`config.mk`:
```
export PLATFORM = sky130hd
export DESIGN_NAME = reg_file_8x8
export DESIGN_NICKNAME = d
export VERILOG_FILES = /design/src/rtl/reg_file_8x8.sv
export SDC_FILE = /design/constraint.sdc
export NUM_CORES = 1
export LEC_CHECK = 0
export BUFFER_PORTS_ARGS = -buffer_cell sky130_fd_sc_hd__buf_2
export CAP_MARGIN = 20
export CORE_MARGIN = 2
export CORE_UTILIZATION = 25
export CTS_BUF_LIST = sky130_fd_sc_hd__clkbuf_8
export DETAILED_ROUTE_END_ITERATION = 12
export MAX_ROUTING_LAYER = met4
export PLACE_DENSITY = 0.4
export SKIP_LAST_GASP = 1
export SYNTH_ARGS = -nofsm -noshare
export SYNTH_HDL_FRONTEND = slang
export SYNTH_SLANG_ARGS = --single-unit
```
`constraint.sdc`:
```
create_clock -name clk -period 2.7 [get_ports clk]
set_clock_uncertainty 0.05 [all_clocks]
set_input_delay 0.54 -clock clk [delete_from_list [all_inputs] [get_ports clk]]
set_output_delay 0.54 -clock clk [all_outputs]
set_load 0.005 [all_outputs]
```
`src/rtl/reg_file_8x8.sv`:
```
// Eight-entry register file: two combinational read ports, one synchronous write port.
// Define REGFILE_BYPASS_EN for write-first forwarding; default build reads the stored value.
module reg_file_8x8 #(
  parameter int DATA_W = 8,
  parameter int ADDR_W = 3
) (
  input  logic              clk,
  input  logic              rst,
  input  logic [ADDR_W-1:0] ra,
  input  logic [ADDR_W-1:0] rb,
  input  logic [ADDR_W-1:0] wa,
  input  logic              we,
  input  logic [DATA_W-1:0] wd,
  output logic [DATA_W-1:0] rd_a,
  output logic [DATA_W-1:0] rd_b
);

  localparam int NREGS = 2 ** ADDR_W;

  logic [DATA_W-1:0] regs_q [NREGS];
  logic [DATA_W-1:0] regs_d [NREGS];

  always_comb begin
    for (int i = 0; i < NREGS; i++) begin
      if (we && (wa == ADDR_W'(i))) begin
        regs_d[i] = wd;
      end else begin
        regs_d[i] = regs_q[i];
      end
    end
  end

  // Reset outranks a same-cycle write, which is simply dropped.
  always_ff @(posedge clk) begin
    if (rst) begin
      for (int i = 0; i < NREGS; i++) begin
        regs_q[i] <= {DATA_W{1'b0}};
      end
    end else begin
      for (int i = 0; i < NREGS; i++) begin
        regs_q[i] <= regs_d[i];
      end
    end
  end

`ifdef REGFILE_BYPASS_EN
  always_comb begin
    if (we && !rst && (wa == ra)) begin
      rd_a = wd;
    end else begin
      rd_a = regs_q[ra];
    end
    if (we && !rst && (wa == rb)) begin
      rd_b = wd;
    end else begin
      rd_b = regs_q[rb];
    end
  end
`else
  always_comb begin
    rd_a = regs_q[ra];
    rd_b = regs_q[rb];
  end
`endif

endmodule

```
# Word-level counts from Yosys, hierarchy flattened

Memory sizes are Yosys's and may differ from the RTL's.
Cells that the tools add are included.

Flip-flop bits (word level): 0
Bits in writable memories: 64
Input port bits: 20
Output and inout port bits: 16
Logic and storage cells: 60
Memories: 1

Equal/unequal tests: 15
Multiplexer cells: 19
Bitwise operators: 8
Reductions and logical operators: 17

Memory list:

| name   | depth | width | read ports | clocked after memory_dff | write ports | line | source |
|---|---|---|---|---|---|---|---|
| regs_q | 8     | 8     | 2          | 0                        | 8           | 20   | `logic [DATA_W-1:0] regs_q [NREGS];` |

Operators by type and width:

| kind                                          | number |
|---|---|
| two-way mux 8 bit                             | 16 |
| AND reduction 2 bit                           | 8 |
| == test 3 bit, second input constant          | 4 |
| logical AND 1 bit                             | 8 |
| != test 1 bit, second input constant          | 8 |
| OR 1 bit                                      | 8 |
| == test 3 x 2 -> 1 bit, second input constant | 2 |
| == test 3 x 1 -> 1 bit, second input constant | 1 |
| zero test 3 bit                               | 1 |
| two-way mux 1 bit                             | 3 |

# Longest topological paths before layout

Gate-level depths: netlist of run 1.

Depth in word-level cells: 5
Gate-level depth with buffers: 4
Depth with buffers taken out: 2

# Least setup slack after synthesis of run 1

OpenSTA, ideal clock, no wires.

Path type: input-to-output
Start: input ra[0]
End: output rd_a[0]
Arrival: 1580 ps
Required time: 2110 ps
Setup slack: 530 ps
Cell stages on the path: 4
Buffers on the path: 2
Path through: buf_6 -> buf_12 -> mux4_1 -> mux2_2

Cells in the longest elaborated chain, start to end: 1

RTL lines:

| what                    | line | source |
|---|---|---|
| start, declared         | 9    | `input logic [ADDR_W-1:0] ra,` |
| memory read (8 x 8 bit) | -    |  |
| end, declared           | 14   | `output logic [DATA_W-1:0] rd_a,` |

Every way passes these cells.

# Worst setup path in the final report of run 1

Start: input rb[0]
End: output rd_b[1]

Cells in the longest elaborated chain, start to end: 1

RTL lines:

| what                    | line | source |
|---|---|---|
| start, declared         | 10   | `input logic [ADDR_W-1:0] rb,` |
| memory read (8 x 8 bit) | -    |  |
| end, declared           | 15   | `output logic [DATA_W-1:0] rd_b` |

Every way passes these cells.

==> out/results.txt, run 1 <==
outcome -> finished, final reports clean
GP Congestion -> 0.701
top-area cell type share of the netlist area -> 0.559
Setup Buffers After CTS -> 0
initial antenna violation count -> 0
cell area power density -> 560 nW/um2
Worst path slowest cell -> mux4_1
H-tree depth -> 3
Vias/cell -> 4.74
total congestion overflow -> 0
Hold Crit Endpoint -> regs_q[7][5]
final setup vio count -> 0
Max Slew Vio Count -> 0
Chip Width -> 121 um
Worst Setup End Kind -> primary output
Detailed Place HPWL -> 5990 um
largest net degree at the start of global routing -> 17
cts bufs inserted -> 9
Top cell by count, worst path -> buf_2
# rows -> 42
period utilization -> 0.900
CP Class -> in -> out
Cells after Synth -> 208
DRT iter0 DRCs -> 87
critical path, cell by cell -> buf_2 -> buf_12 -> mux4_1 -> mux2_2 -> buf_2
post-route antenna net violation count -> 0
area leader, netlist -> edfxtp_1
Top Registers -> regs_q x64
root buffer cell -> clkbuf_8
Post-Syn Area -> 3440 um2
Die Span Y -> 121 um
arrival time worst endpoint -> 1.84 ns
most frequent cells in the layout -> 64 x edfxtp_1, 48 x nor2_1, 35 x buf_2
Pre-Repair DR Iteration Count -> 4
commonest non-fill, non-tap cell in the layout -> edfxtp_1
Antenna Diode Count -> 0
Top reg by flops -> regs_q
Slew Limit Headroom -> 0.527
final layout net count -> 267
met3 usage -> 0.0324
Die ar. -> 14700 um2
Fmax -> 411 MHz
# IOs -> 36
worst slew pin tran -> 0.710 ns
final core occ -> 0.298
Layout area overhead -> 15.8%
count of input and output buffers -> 35
number of global-route vias before repair -> 2114
Worst Path Buf+Inv -> 3
unrepaired setup endpoints after global routing -> false
crit path time final -> 2.43 ns
fraction of final layout cells with drive strength greater than 1 -> 0.299
Syn Area/Cell -> 16.5 um2
Max Cap Viol -> 0
clock tree buffer depth -> 2
Post-CTS Hold Fix Bufs -> 0
register area share after synthesis -> 0.559
synth warn -> 0
Distinct cells, synth -> 15
Overall Global Routing Usage -> 0.135
worst hold start -> wd[5]
max FFs per register -> 64
first-pass GRT wire length -> 13400 um
flops & latches, synth -> 64
top cells by area, synth -> edfxtp_1 56%, mux4_1 24%, mux2_2 5.2%
endpoints failing hold -> 0
CP Launch Type -> primary input
CTS-repair resized insts -> 0
vias -> 2023
peak supply drop -> 0.000187 V
Clk pin slew, worst setup/hold paths -> 0.08 ns
leakage -> 1.50 nW
setup TNS -> 0 ns
M1 GR Usage -> 0.182
CP peak stage delay -> 0.60 ns
CP max FO -> 16
WP data required -> 2.11 ns
Synthesized Nets -> 228
Worst path top cell family by delay -> multiplexers
wire per inst -> 21.4 um
met2 Use GR -> 0.207
hold depth -> 3
Clock Sinks -> 64
busiest grt layer -> met2
WL final -> 9120 um
worst hold path class -> in -> reg
CTS tree -> yes
DRC -> 0
Initial Util -> 0.258
Core Region -> 13300 um2
-- power breakdown --
group          internal (mW)  total [mW]  leakage (nW)  switching (mW)
Combinational          0.166       0.320         0.796           0.155
Sequential              1.17        1.20         0.620          0.0316
Clock                  0.324       0.710        0.0862           0.386
-- Yosys cell counts, drive strengths merged --
library cell and n:
edfxtp 64, nor2 48, mux4 32, mux2 16, nand2b 14, clkbuf 9, inv 9, buf 8
nand4bb 3, a41o 2, nand4b 2, or4b 1
-- worst max path at each step --
stage	from	endpoint	slack [ns]	cells after the start
6_report	rb[0]	rd_b[1]	0.27	5
5_1_grt	rb[0]	rd_b[1]	0.21	5
4_1_cts	ra[0]	rd_a[1]	0.27	5
3_5_place_dp	ra[0]	rd_a[1]	0.27	5
3_3_place_gp	ra[0]	rd_a[1]	0.26	5
2_1_floorplan	ra[0]	rd_a[0]	0.53	4
-- cell type report --
type | count | area [um2]
Timing Repair Buffer | 45 | 275
Fill cell | 1380 | 9360
Clock buffer | 9 | 124
Clock inverter | 6 | 38.8
Multi-Input combinational cell | 118 | 1370
Sequential cell | 64 | 1920
Inverter | 9 | 33.8
Tap cell | 176 | 220
-- stage by stage --
stage                     worst slack [ns]  hold slack, ns  total power, mW  std cells  area, um2
after floorplan                      0.530           0.795             1.41        208       3440
after global placement               0.261           0.968             1.55        412       3820
after detailed placement             0.269           0.966             1.55        412       3820
after CTS                            0.266           0.606             2.26        427       3980
after global routing                 0.214           0.662             2.33        427       3980
final                                0.269           0.611             2.23        427       3980
-- kinds of logic after synthesis --
family	after synthesis	synth area share
buffers and inverters	26	0.0429
AOI/OAI and AO/OA	2	0.00582
DFF	64	0.559
muxes	48	0.297
and+or+nand+nor	68	0.0957
-- routing by layer --
| metal | vias up | share of wire |
|---|---|---|
| li1 | 910 | - |
| met1 | 1035 | 0.48 |
| met2 | 70 | 0.46 |
| met3 | 8 | 0.045 |
| met4 | 0 | 0.010 |
| met5 | - | 0 |
Power figures use the tool's default switching activity.
==> inputs of run 2 (changes only) <==
--- a/config.mk
+++ b/config.mk
@@ -11,6 +11,7 @@
 export CORE_UTILIZATION = 25
 export CTS_BUF_LIST = sky130_fd_sc_hd__clkbuf_8
 export DETAILED_ROUTE_END_ITERATION = 12
+export HOLD_SLACK_MARGIN = 0.15
 export MAX_ROUTING_LAYER = met4
 export PLACE_DENSITY = 0.4
 export SKIP_LAST_GASP = 1
==> constraint.sdc (replaced) <==
create_clock -name clk -period 2.72 [get_ports clk]
set_clock_uncertainty 0.05 [all_clocks]
set_input_delay 0.544 -clock clk [delete_from_list [all_inputs] [get_ports clk]]
set_output_delay 0.544 -clock clk [all_outputs]
set_load 0.005 [all_outputs]
==> out/results.txt, run 2 (synthesis gave the netlist of run 1 again) <==
outcome -> finished, final reports clean
CTS-repair resized insts -> 0
setup TNS -> 0 ns
worst slew pin tran -> 0.690 ns
Max Slew Vio Count -> 0
worst hold path class -> in -> reg
DRC -> 0
root buffer cell -> clkbuf_8
max FFs per register -> 64
Chip Width -> 121 um
CP Class -> in -> out
Max Cap Viol -> 0
# fillers -> 1386
Net Sw Frac -> 0.260
cell area power density -> 560 nW/um2
wire per inst -> 21.4 um
Clock Sinks -> 64
most frequent cells in the layout -> 64 x edfxtp_1, 48 x nor2_1, 35 x buf_2
peak supply drop -> 0.000222 V
WHS -> 0.622 ns
Overall Global Routing Usage -> 0.134
first-pass GRT wire length -> 13300 um
clock power share -> 0.325
endpoints failing hold -> 0
Pre-Repair DR Iteration Count -> 4
Top reg by flops -> regs_q
Combinational Power Share -> 0.143
final core occ -> 0.299
largest net degree at the start of global routing -> 17
Core Region -> 13300 um2
WL final -> 9150 um
Initial Util -> 0.258
Top Registers -> regs_q x64
vias -> 2040
# IOs -> 36
leakage -> 1.50 nW
CTS tree -> yes
Setup Buffers After CTS -> 0
total internal power -> 1.65 mW
Die ar. -> 14700 um2
cts bufs inserted -> 9
H-tree depth -> 3
# rows -> 42
final cell count without fillers -> 428
Seq pwr share -> 0.532
Reg area -> 1920 um2
Detailed Place HPWL -> 5930 um
DRT iter0 DRCs -> 94
GP Congestion -> 0.720
initial antenna violation count -> 0
Clk pin slew, worst setup/hold paths -> 0.07 ns
Die Span Y -> 121 um
total congestion overflow -> 0
unrepaired setup endpoints after global routing -> false
Sw Pwr -> 0.580 mW
Vias/cell -> 4.77
Post-CTS Hold Fix Bufs -> 0
final setup vio count -> 0
Placed Cells -> 412
WP data required -> 2.13 ns
period utilization -> 0.898
number of global-route vias before repair -> 2105
CP Launch Type -> primary input
Antenna Diode Count -> 0
fraction of final layout cells with drive strength greater than 1 -> 0.298
Layout area overhead -> 16.0%
final layout net count -> 267
Multi-input gate area -> 1370 um2
commonest non-fill, non-tap cell in the layout -> edfxtp_1
crit path time final -> 2.44 ns
Slew Limit Headroom -> 0.540
arrival time worst endpoint -> 1.85 ns
clock tree buffer depth -> 2
count of input and output buffers -> 35
post-route antenna net violation count -> 0
Fmax -> 409 MHz
CP max FO -> 16
Worst Setup End Kind -> primary output
-- run 2: cell types whose count changed in the layout (fill, tap and decap cells not counted), sizes merged --
cell and change:
inv +1
-- run 2: worst paths after layout --
check	from	endpoint	slack (ns)	depth (start not counted)
setup / recovery	rb[0]	rd_b[1]	0.28	5
hold / removal	wd[5]	regs_q[7][5]	0.62	3
-- run 2: metal layers --
layer  vias to the layer above  part of all wire  track usage  wire length [um]
met2                        53              0.47        0.204              4340
met4                         0            0.0097       0.0388                89
met3                        10             0.045       0.0310               416
met5                         -                 0            -                 0
li1                        910                 -            -                 -
met1                      1067              0.47        0.180              4300
-- run 2: cell type report --
cell class | count | share of cell area
Tap cell | 176 | 0.0552
Inverter | 9 | 0.00846
Multi-Input combinational cell | 118 | 0.343
Timing Repair Buffer | 45 | 0.0690
Sequential cell | 64 | 0.482
Clock inverter | 7 | 0.0116
Clock buffer | 9 | 0.0310
-- run 2: worst max-delay path, stage by stage --
cell and delay [ns]:
buf_2 0.11, buf_12 0.17, mux4_1 0.61, mux2_2 0.28, buf_2 0.13
-- run 2: per-stage QoR --
step                cell area [um2]  total power [mW]  worst slack [ns]
floorplan                      3440              1.40             0.542
global placement               3820              1.54             0.272
detailed placement             3820              1.54             0.269
CTS                            3990              2.27             0.263
global route                   3990              2.33             0.239
finish                         3990              2.24             0.277
-- run 2: power groups by stage --
stage	Sequential, mW	Clock, mW	Combinational (mW)
final	1.19	0.725	0.320
after global routing	1.20	0.779	0.346
after CTS	1.19	0.753	0.328
after detailed placement	1.21	0	0.326
after global placement	1.21	0	0.325
after floorplan	1.20	0	0.207
